File: src/rtl/seven_seg_scanner.sv
// Time-multiplexed seven-segment scanner with frame-synchronous double buffering.
// Define SEVSEG_LEADING_ZERO_BLANK_EN to suppress leading-zero digits.
module seven_seg_scanner #(
    parameter int NUM_DIGITS = 8
) (
    input  logic                    clk_in,
    input  logic                    reset,
    input  logic                    scan_clk,
    input  logic [4*NUM_DIGITS-1:0] value,
    input  logic [NUM_DIGITS-1:0]   dp_mask,
    input  logic                    load,
    input  logic                    blank,
    output logic [6:0]              seg,
    output logic                    dp,
    output logic [NUM_DIGITS-1:0]   an,
    output logic                    frame_done
);
    localparam int IDX_W = $clog2(NUM_DIGITS);
    localparam logic [IDX_W-1:0] LAST_IDX = IDX_W'(NUM_DIGITS - 1);

    logic                    r_s1, r_s2, r_s3;
    logic [IDX_W-1:0]        r_idx;
    logic [4*NUM_DIGITS-1:0] r_pend_val, r_disp_val;
    logic [NUM_DIGITS-1:0]   r_pend_dp, r_disp_dp;
    logic                    r_pend_valid;
    logic                    r_blank;
    logic [6:0]              r_seg;
    logic                    r_dp;
    logic [NUM_DIGITS-1:0]   r_an;
    logic                    r_frame_done;

    logic                    w_tick, w_wrap, w_commit, w_upd, w_hide;
    logic [IDX_W-1:0]        w_idx_next, w_sel;
    logic [4*NUM_DIGITS-1:0] w_disp_val_next;
    logic [NUM_DIGITS-1:0]   w_disp_dp_next;
    logic [3:0]              w_nib;

    function automatic logic [6:0] hex_glyph(input logic [3:0] nib);
        logic [6:0] g;
        case (nib)
            4'h0: g = 7'h40;
            4'h1: g = 7'h79;
            4'h2: g = 7'h24;
            4'h3: g = 7'h30;
            4'h4: g = 7'h19;
            4'h5: g = 7'h12;
            4'h6: g = 7'h02;
            4'h7: g = 7'h78;
            4'h8: g = 7'h00;
            4'h9: g = 7'h10;
            4'hA: g = 7'h08;
            4'hB: g = 7'h03;
            4'hC: g = 7'h46;
            4'hD: g = 7'h21;
            4'hE: g = 7'h06;
            default: g = 7'h0E;
        endcase
        return g;
    endfunction

    // NOTE: sequential state uses non-blocking assignments so every flop samples pre-edge values.
    always_ff @(posedge clk_in or negedge reset) begin
        if (!reset) begin
            r_s1 <= 1'b0;
            r_s2 <= 1'b0;
            r_s3 <= 1'b0;
        end else begin
            r_s1 <= scan_clk;
            r_s2 <= r_s1;
            r_s3 <= r_s2;
        end
    end

    assign w_tick     = r_s2 & ~r_s3;
    assign w_wrap     = w_tick & (r_idx == LAST_IDX);
    assign w_idx_next = (r_idx == LAST_IDX) ? '0 : r_idx + 1'b1;
    assign w_commit   = w_wrap & r_pend_valid;
    assign w_sel      = w_tick ? w_idx_next : r_idx;
    assign w_upd      = w_tick | (blank ^ r_blank);

    // Decode from the post-commit buffer so digit 0 of a new frame already shows new data.
    assign w_disp_val_next = w_commit ? r_pend_val : r_disp_val;
    assign w_disp_dp_next  = w_commit ? r_pend_dp  : r_disp_dp;
    assign w_nib           = 4'(w_disp_val_next >> (4 * w_sel));

`ifdef SEVSEG_LEADING_ZERO_BLANK_EN
    // NOTE: default assigned first so the combinational block never infers a latch.
    always_comb begin
        w_hide = 1'b0;
        if (w_sel != '0 && !w_disp_dp_next[w_sel])
            w_hide = ((w_disp_val_next >> (4 * w_sel)) == '0);
    end
`else
    assign w_hide = 1'b0;
`endif

    always_ff @(posedge clk_in or negedge reset) begin
        if (!reset) begin
            r_idx        <= LAST_IDX;
            r_pend_val   <= '0;
            r_pend_dp    <= '0;
            r_pend_valid <= 1'b0;
            r_disp_val   <= '0;
            r_disp_dp    <= '0;
            r_blank      <= 1'b0;
            r_seg        <= 7'h7F;
            r_dp         <= 1'b1;
            r_an         <= '1;
            r_frame_done <= 1'b0;
        end else begin
            r_frame_done <= w_tick && (w_idx_next == '0);
            r_blank      <= blank;
            if (w_tick)
                r_idx <= w_idx_next;
            if (w_commit) begin
                r_disp_val <= r_pend_val;
                r_disp_dp  <= r_pend_dp;
            end
            // A load coinciding with a commit keeps the new data pending.
            if (load) begin
                r_pend_val   <= value;
                r_pend_dp    <= dp_mask;
                r_pend_valid <= 1'b1;
            end else if (w_commit) begin
                r_pend_valid <= 1'b0;
            end
            if (w_upd) begin
                r_seg <= hex_glyph(w_nib);
                r_dp  <= ~w_disp_dp_next[w_sel];
                r_an  <= (blank || w_hide) ? '1 : ~(NUM_DIGITS'(1) << w_sel);
            end
        end
    end

    assign seg        = r_seg;
    assign dp         = r_dp;
    assign an         = r_an;
    assign frame_done = r_frame_done;
endmodule

File: config.mk
export PLATFORM = sky130hd
export DESIGN_NAME = seven_seg_scanner
export DESIGN_NICKNAME = d
export VERILOG_FILES = /design/src/rtl/seven_seg_scanner.sv
export SDC_FILE = /design/constraint.sdc
export NUM_CORES = 1
export LEC_CHECK = 0
export CAP_MARGIN = 20
export CORE_AREA = 8 8 117 119
export DETAILED_ROUTE_END_ITERATION = 16
export DIE_AREA = 0 0 125 127
export PLACE_DENSITY = 0.65
export RECOVER_POWER = 50
export SLEW_MARGIN = 30
export SYNTH_ARGS = -nofsm -noshare
export SYNTH_HDL_FRONTEND = slang
export SYNTH_SLANG_ARGS = --single-unit
File: constraint.sdc
create_clock -name clk_in -period 3.2 [get_ports clk_in]
set_input_delay 0.64 -clock clk_in [delete_from_list [all_inputs] [get_ports clk_in]]
set_output_delay 0.64 -clock clk_in [all_outputs]
set_load 0.02 [all_outputs]
; Word level (Yosys, flattened, before mapping)
; Memories as Yosys holds them, arrays and structs flattened. A register that Yosys moved wholly into a read port is not among the register bits.
; Index checks and enable logic that the tools add are counted.
; Widths: inputs -> output; s select.
[classes]
n_addsub = 1
multipliers = 0
n_div = 0
n_lt_le_gt_ge = 1
eq_ne = 1
n_shift = 2
n_mux = 9
bitwise_logic = 8
n_reduce_logical = 4
[op_table]
columns = op, n
row1 = $mux 32, 1
row2 = $shr 32x5->4, 1
row3 = $mux 8, 2
row4 = $not 8->8, 1
row5 = $shl 1x3->8 const A, 1
row6 = $mux 3, 2
row7 = $lt 3x4->1 const B, 1
row8 = $add 3x1->3 const B, 1
row9 = $and 1x1->1, 3
row10 = $bmux 1 s3, 1
row11 = $eq 3x3->1 const B, 1
row12 = $logic_not 3->1, 1
row13 = $mux 1, 3
row14 = $not 1->1, 2
row15 = $reduce_bool 2->1, 1
row16 = $logic_and 1x1->1, 1
row17 = $logic_not 1->1, 1
row18 = $or 1x1->1, 1
row19 = $xor 1x1->1, 1
[totals]
regBits = 98
latchBits = 0
ram_bits = 0
mem_bits_ro = 112
output_inout_bits = 17
mem_count = 1
[mem_list]
columns = memory, words, width, rd, rd_clocked_by_memory_dff, wr, line_no
row1 = (name not given), 16, 7, 1, 1, 0, 40  ; case (nib)

; Logic depth before layout (Yosys ltp)
; Gate-level depths: netlist of the first run.
[logic_depth]
ltp_word = 8
ltp_mapped = 14
depth_no_buf = 13

; Worst setup path after synthesis of the first run
; No wires, ideal clock.
[synth_path]
kind = register -> register
start = reg r_idx[1]
end = reg r_seg[2], in the netlist seg[2]
setup_ns = 0.077
arrival_time_ns = 3.223
t_required_ns = 3.123
path_slack_ns = -0.100
stages_incl_launch_ff = 13
path_buffers = 2
synth_period_minus_slack_ns = 3.300
cell_sequence = dfstp_2 > ha_1 > ha_1 > nand4b_2 > buf_2 > buf_2 > mux2_2 > a21oi_1 > a31oi_1 > inv_1 > ha_1 > or3_1 > a31oi_1
[synth_between]
elab_chain_len = 5
[synth_lines]
columns = element, line_no
row1 = start: declaration, 22  ; logic [IDX_W-1:0] r_idx;
row2 = start signal: assignment, 114  ; r_idx <= w_idx_next;
row3 = $eq 3x3->1, 75  ; assign w_wrap = w_tick & (r_idx == LAST_IDX);
row4 = $and 1x1->1, 75
row5 = $and 1x1->1, 77  ; assign w_commit = w_wrap & r_pend_valid;
row6 = $mux 32, -
row7 = net w_disp_val_next[5], 34  ; logic [4*NUM_DIGITS-1:0] w_disp_val_next;
row8 = $shr 32x5->4, 84  ; assign w_nib = 4'(w_disp_val_next >> (4 * w_sel));
row9 = end: declaration, 27  ; logic [6:0] r_seg;
; The timed path passes the listed nets, and every way through them passes these cells.
; A chain may end at the register's enable or synchronous reset.

; Worst setup path in the final report of the first run
[layout_path]
start = reg r_idx[0]
end = reg r_seg[2], in the netlist seg[2]
[layout_between]
elab_chain_len = 5
[layout_lines]
columns = element, line_no
row1 = branches (longest 4 deep; another with $add 3x1->3), -
row2 = $shr 32x5->4 *, 84
; Every way passes the cells marked *.

==> reports/results.tsv, run 1 <==
stage	metric	value	unit
timing	slew_viol_final	42	
timing	final-setup-viol-count	0	
drt	drtAntennaViolNets	0	
clocking	root_buffer	clkbuf_16	
worst_setup_path	cp_data_required_time	3.47	ns
die	die_h	127	um
finish	final_util	0.503	
yosys	synth_edf_count	0	
clocking	insertion_delay	0.35	ns
place	dp_hpwl	7340	um
clocking	htree_levels	3	
timing	max_freq	324	MHz
finish	final_common_cell	dfrtp_1	
yosys	synth_area_leader_cell	dfrtp_1	
yosys	synth_nets	402	
grt	overflow	0	
yosys	ys_ff_latch	105	
yosys	ys_seq_area_frac	0.577	
die	fp.dieArea	0.0159	mm^2
yosys	ys.warnings.count	0	
drt	drc_errors	0	
grt	grt_pass1_wl	16500	um
min_path	hold_path_end	r_s2	
timing	tightest_slew	2.20	ns
worst_setup_path	path_max_fanout	6	
timing	hold_viol_final	0	
die	ioPinCount	62	
finish	fin_area	0.00594	mm^2
outcome	violations	capacitance limit, slew limit	
clocking	cts_buffer_depth	2	
pwr	irDropWorstVdd	464	uV
min_path	hp-class	reg -> reg	
grt	grt_max_degree	58	
worst_setup_path	start_kind	register	
worst_setup_path	r2r_slack	0.11	ns
yosys	synth_top_cell_area_share	0.468	
timing	max_slew_margin	-0.466	
clocking	tritoncts	done	
worst_setup_path	reg2reg_from	r_idx[0]	
yosys	synth.top_cells.by_area	dfrtp_1 (47%), mux2_2 (17%), dfstp_2 (11%)	
finish	area_growth	29.2	%
grt	grt_pass1_vias	3288	
min_path	min_from	r_s1	
timing	period_share	0.966	
drt	drt_pass1_iterations	4	
place	dp_slack	-0.125	ns
worst_setup_path	cp_slowest_stage_delay	0.58	ns
finish	n_antenna_cell	0	
drt	viasPerCell	5.19	
worst_setup_path	arrival	3.36	ns
worst_setup_path	path_class	reg -> reg	
drt	wl	9990	um
yosys	synth.distinct_cells	49	
worst_setup_path	cp_common_cell	ha_1	
flow_run	drv_cap	1	
finish	final_cells	586	
clocking	cts_inserted_buffers	9	
drt	wl_per_cell	17.0	um
grt	grt_usage	0.127	
place	portBuffers	61	
place	gp_congestion	0.880	
place	place_inst	560	
die	die_x	125	um
die	start_util	0.389	
yosys	synth_cells	348	
timing	clock_skew	0.00967	ns
worst_setup_path	crit_slowest_cell	or4b_4	
worst_setup_path	worstRegToRegCells	11	
die	coreArea	0.0118	mm^2
yosys	ys_async_sr_fraction	1.00	
pwr	p_per_area	889	mW/mm^2
yosys	synthesis.area	0.00460	mm^2
place	dpl_cell_area	0.00550	mm^2
grt	antenna_found_initial	0	
yosys	syn_area_per_cell	13.2	um^2
worst_setup_path	rr_endpoint	seg[2]	
pwr	leakagePower	2.63	nW
worst_setup_path	crit_path_cell_trace	ha_1 -> ha_4 -> or4b_4 -> o32ai_4 -> buf_4 -> a21oi_1 -> a31oi_2 -> inv_1 -> ha_1 -> or3_1 -> a31oi_1	
worst_setup_path	endpoint_kind	register	
drt	vias	3042	
timing	rsz0062_at_grt	true	
clocking	hold_buffers	0	
yosys	synth_ff_type	dfrtp_1	
clocking	path_clk_slew	0.07	ns
timing	fin_ws	0.110	ns
outcome	status	complete, but fails checks	
finish	final_cell_mix	dfrtp_1 (86), mux2_2 (70), clkdlybuf4s50_1 (57), buf_4 (25), nor2_1 (22)	
clocking	cts_num_sinks	105	
timing	finalCriticalPeriod	3.09	ns
die	rows	40	
finish	final_nets	488	
finish	n_fill_cell	1031	
min_path	whs_path_depth	0	
drt	drt_iter0_drc	146	
finish	drive_above_1_share	0.344	
## Yosys cell counts (4+ instances only)
cell type	number
dfrtp_1	86
mux2_2	70
nor2_1	22
dfstp_2	19
inv_1	17
mux2i_1	15
a31oi_1	13
nand2_1	10
ha_1	9
a21oi_1	7
clkbuf_1	6
o22ai_1	6
buf_2	5
nand2b_1	4
nor3_1	4
o21ai_0	4
## state kept, by name, indices dropped and copies added (netlist names)
register      flops
dp                1
frame_done        1
r_disp_dp         8
r_pend_val       32
r_disp_val       32
r_s3              1
an                8
r_idx             3
r_pend_dp         8
r_s2              1
seg               7
r_s1              1
r_blank           1
r_pend_valid      1
## worst max path at each step
stage / start / to / slack (ns) / depth (start not counted)
2_1_floorplan: r_idx[1] / seg[0] / 0.02 / 12
3_3_place_gp: r_idx[0] / seg[3] / -0.08 / 10
3_5_place_dp: r_idx[0] / seg[3] / -0.12 / 10
4_1_cts: r_idx[0] / seg[3] / 0.004 / 11
5_1_grt: r_idx[0] / seg[2] / -0.04 / 11
6_report: r_idx[0] / seg[2] / 0.11 / 11
## worst max-delay path: cells and delay by family (launching register included)
| family | cells | cell delay (ns) |
|---|---|---|
| AND/OR/NAND/NOR | 2 | 0.96 |
| adder cells (fa/ha/maj) | 3 | 0.71 |
| AO/OA/AOI/OAI | 4 | 0.64 |
| flip-flops | 1 | 0.38 |
| buffers and inverters | 2 | 0.32 |
## where the power goes
group,switching (mW),leakage (nW),internal [mW]
Sequential,0.158,1.26,1.78
Clock,0.497,0.149,0.691
Combinational,1.14,1.21,1.02
## timing repair
action / in CTS / in global routing
pin swaps: 1 / 3
setup buffers: 3 / 6
gates cloned: 0 / 1
hold endpoints to repair: 0 / 0
resized for setup: 4 / 8
setup endpoints to repair: 6 / 4
## layer usage
metal	GRT usage	share of wire
met3	0.0349	0.051
met1	0.152	0.43
met5	0	0
met4	0.0380	0.011
met2	0.221	0.50
## logic make-up (layout without fill, tap and decap cells)
| logic type | count (synthesis) | in the layout | share of synthesized area |
|---|---|---|---|
| and+or+nand+nor | 55 | 56 | 0.0620 |
| xor gates and xnor gates | 1 | 1 | 0.00191 |
| buffers and inverters | 33 | 123 | 0.0316 |
| DFF | 105 | 105 | 0.577 |
| adders and majority gates | 9 | 9 | 0.0245 |
| AOI/OAI and AO/OA | 58 | 58 | 0.0939 |
| muxes | 87 | 87 | 0.210 |
## per-stage QoR
stage                     hold WS, ns  setup TNS [ns]  power (mW)
after global placement          0.336          -0.150        3.98
after global routing            0.355         -0.0891        5.61
after floorplan                 0.331               0        3.30
final                           0.349               0        5.28
after CTS                       0.351               0        5.25
after detailed placement        0.336          -0.290        4.02
## area by class of cell
class / count / area (um^2) / area share
Sequential cell: 105 / 2650 / 0.446
Multi-Input combinational cell: 211 / 1900 / 0.320
Timing Repair Buffer: 89 / 815 / 0.137
Clock buffer: 9 / 225 / 0.0379
Tap cell: 147 / 184 / 0.0310
Clock inverter: 7 / 100 / 0.0168
Inverter: 18 / 67.6 / 0.0114
Power figures use the tool's default switching activity.
==> run 2: changes to the inputs <==
PLACE_DENSITY = not set   (was 0.65)
PLACE_DENSITY_LB_ADDON = 0.1   (was not set)
==> run 2 against run 1 <==
Against the previous run:
- the run still ends with capacitance limit, slew limit left
- global-route usage grew 0.36 points
- non-clock buffer count shrank 4
- worst setup slack gained 0.068 ns
==> reports/results.tsv, run 2 (synthesized netlist as in run 1, its figures left out) <==
stage	metric	value	unit	change
outcome	status	complete, but fails checks		
outcome	violations	capacitance limit, slew limit		
clocking	hold_buffers	0		unchanged
worst_setup_path	cp_top_family	compound AO/OA/AOI/OAI gates		
die	fp.dieArea	0.0159	mm^2	unchanged
worst_setup_path	path_max_fanout	5		-1
flow_run	drv_cap	2		+1
die	die_x	125	um	unchanged
timing	fin_ws	0.178	ns	+0.0682 ns
drt	vias	2919		-4.0%
drt	drt_iter0_drc	187		+28%
timing	tightest_slew	2.38	ns	+0.178 ns
die	ioPinCount	62		unchanged
clocking	root_buffer	clkbuf_16		
grt	grt_pass1_vias	3126		-4.9%
min_path	hp-class	reg -> reg		
timing	finalCriticalPeriod	3.02	ns	-0.0682 ns
worst_setup_path	crit_slowest_cell	or4b_4		
drt	drtAntennaViolNets	0		unchanged
grt	antenna_found_initial	0		unchanged
clocking	cts_inserted_buffers	9		unchanged
pwr	irDropWorstVdd	377	uV	-19%
clocking	htree_levels	3		unchanged
grt	grt_max_degree	63		+8.6%
clocking	cts_num_sinks	105		unchanged
clocking	tritoncts	done		
clocking	cts_buffer_depth	2		unchanged
worst_setup_path	arrival	3.29	ns	-0.07 ns
finish	area_growth	28.2	%	
finish	n_fill_cell	1053		+2.1%
finish	drive_above_1_share	0.334		-0.00986
die	die_h	127	um	unchanged
worst_setup_path	path_class	reg -> reg		
drt	wl	9730	um	-2.6%
finish	final_cells	581		-0.85%
finish	n_antenna_cell	0		unchanged
pwr	leakagePower	2.60	nW	-1.2%
clocking	insertion_delay	0.35	ns	about the same
finish	fin_area	0.00589	mm^2	-0.78%
finish	final_common_cell	dfrtp_1		
clocking	path_clk_slew	0.07	ns	about the same
place	portBuffers	61		unchanged
die	coreArea	0.0118	mm^2	unchanged
die	start_util	0.389		unchanged
grt	grt_usage	0.131		+0.00357
drt	wl_per_cell	16.7	um	-1.8%
timing	clock_skew	0.00692	ns	-0.00275 ns
timing	max_slew_margin	-0.585		-0.119
worst_setup_path	cp_slowest_stage_delay	0.55	ns	-0.03 ns
drt	drt_pass1_iterations	4		unchanged
timing	hold_viol_final	0		unchanged
place	dp_hpwl	7110	um	-3.2%
grt	grt_pass1_wl	16400	um	-0.67%
timing	period_share	0.944		-0.0213
timing	max_freq	331	MHz	+2.3%
worst_setup_path	critPathBufInv	1		-1
finish	final_util	0.499		-0.00392
place	place_inst	560		unchanged
finish	final_nets	483		-1.0%
place	dp_slack	-0.0610	ns	+0.0638 ns
finish	reg.largest.list	r_disp_val x32, r_pend_val x32		
place	gp_congestion	0.811		-7.8%
worst_setup_path	start_kind	register		
drt	drc_errors	0		unchanged
grt	overflow	0		unchanged
place	dpl_cell_area	0.00550	mm^2	unchanged
worst_setup_path	endpoint_kind	register		
worst_setup_path	cp_common_cell	ha_1		
finish	final_cell_mix	dfrtp_1 (86), mux2_2 (71), clkdlybuf4s50_1 (57), nor2_1 (22), buf_4 (20)		
pwr	p_per_area	869	mW/mm^2	-2.3%
die	rows	40		unchanged
drt	viasPerCell	5.02		-3.2%
worst_setup_path	crit_path_cell_trace	ha_1 -> ha_4 -> or4b_4 -> o32ai_4 -> a22oi_1 -> and4_1 -> a41oi_2 -> inv_2 -> ha_1 -> nor3b_1 -> a2111oi_1 -> a211oi_1		
timing	slew_viol_final	86		+100%
worst_setup_path	cp_data_required_time	3.46	ns	about the same
timing	final-setup-viol-count	0		unchanged
## run 2: changes by cell type in the layout (fill, tap and decap cells not counted), moves of 2 or more
cell	before	now
clkbuf_1	1	6
inv_6	2	0
clkbuf_2	2	0
bufinv_16	2	0
buf_12	0	3
buf_4	25	20
## run 2: area by class of cell
type | instances | area [um^2] | area share
flip-flops and latches | 105 | 2650 | 0.450
inverters | 18 | 67.6 | 0.0115
clock buffers | 13 | 240 | 0.0408
repair buffers | 85 | 820 | 0.139
multi-input cells | 210 | 1910 | 0.324
well taps | 147 | 184 | 0.0312
clock inverters | 3 | 20.0 | 0.00340
## run 2: path summary, 6_finish.rpt
path / start / end / slack [ns] / cells after the start
min in group asynchronous: reset / r_pend_val[21] / 1.01 / 1
max in group asynchronous: reset / r_pend_val[25] / 0.83 / 1
worst min-delay path: r_s1 / r_s2 / 0.35 / 0
worst max register to register: r_idx[0] / seg[3] / 0.18 / 12
worst max-delay path: r_idx[0] / seg[3] / 0.18 / 12
worst min register to register: r_s1 / r_s2 / 0.35 / 0
## run 2: report_power, final
part           switching, mW  internal (mW)  total, mW
sequential             0.152           1.78       1.93
combinational           1.16           1.04       2.20
clock                  0.458          0.527      0.986
total                   1.77           3.35       5.12
## run 2: through the flow
step	power (mW)	setup TNS (ns)	hold WS [ns]
after floorplan	3.30	0	0.331
after global placement	4.01	-0.0281	0.333
after detailed placement	4.02	-0.142	0.345
after CTS	5.07	0	0.300
after global routing	5.49	-0.00456	0.362
final	5.12	0	0.355
## run 2: layer usage
| layer | share of wire | routed length, um | up-vias | global-route usage |
|---|---|---|---|---|
| met3 | 0.040 | 393 | 11 | 0.0403 |
| met1 | 0.46 | 4450 | 1437 | 0.160 |
| li1 | - | - | 1420 | - |
| met4 | 0.016 | 155 | 0 | 0.0516 |
| met5 | 0 | 0 | - | 0 |
| met2 | 0.49 | 4730 | 51 | 0.213 |
## run 2: timing repair
item,CTS,global route
pin swaps,1,3
setup buffers,1,4
gates resized for setup,1,19
setup endpoints to repair,4,7
hold endpoints to repair,0,0
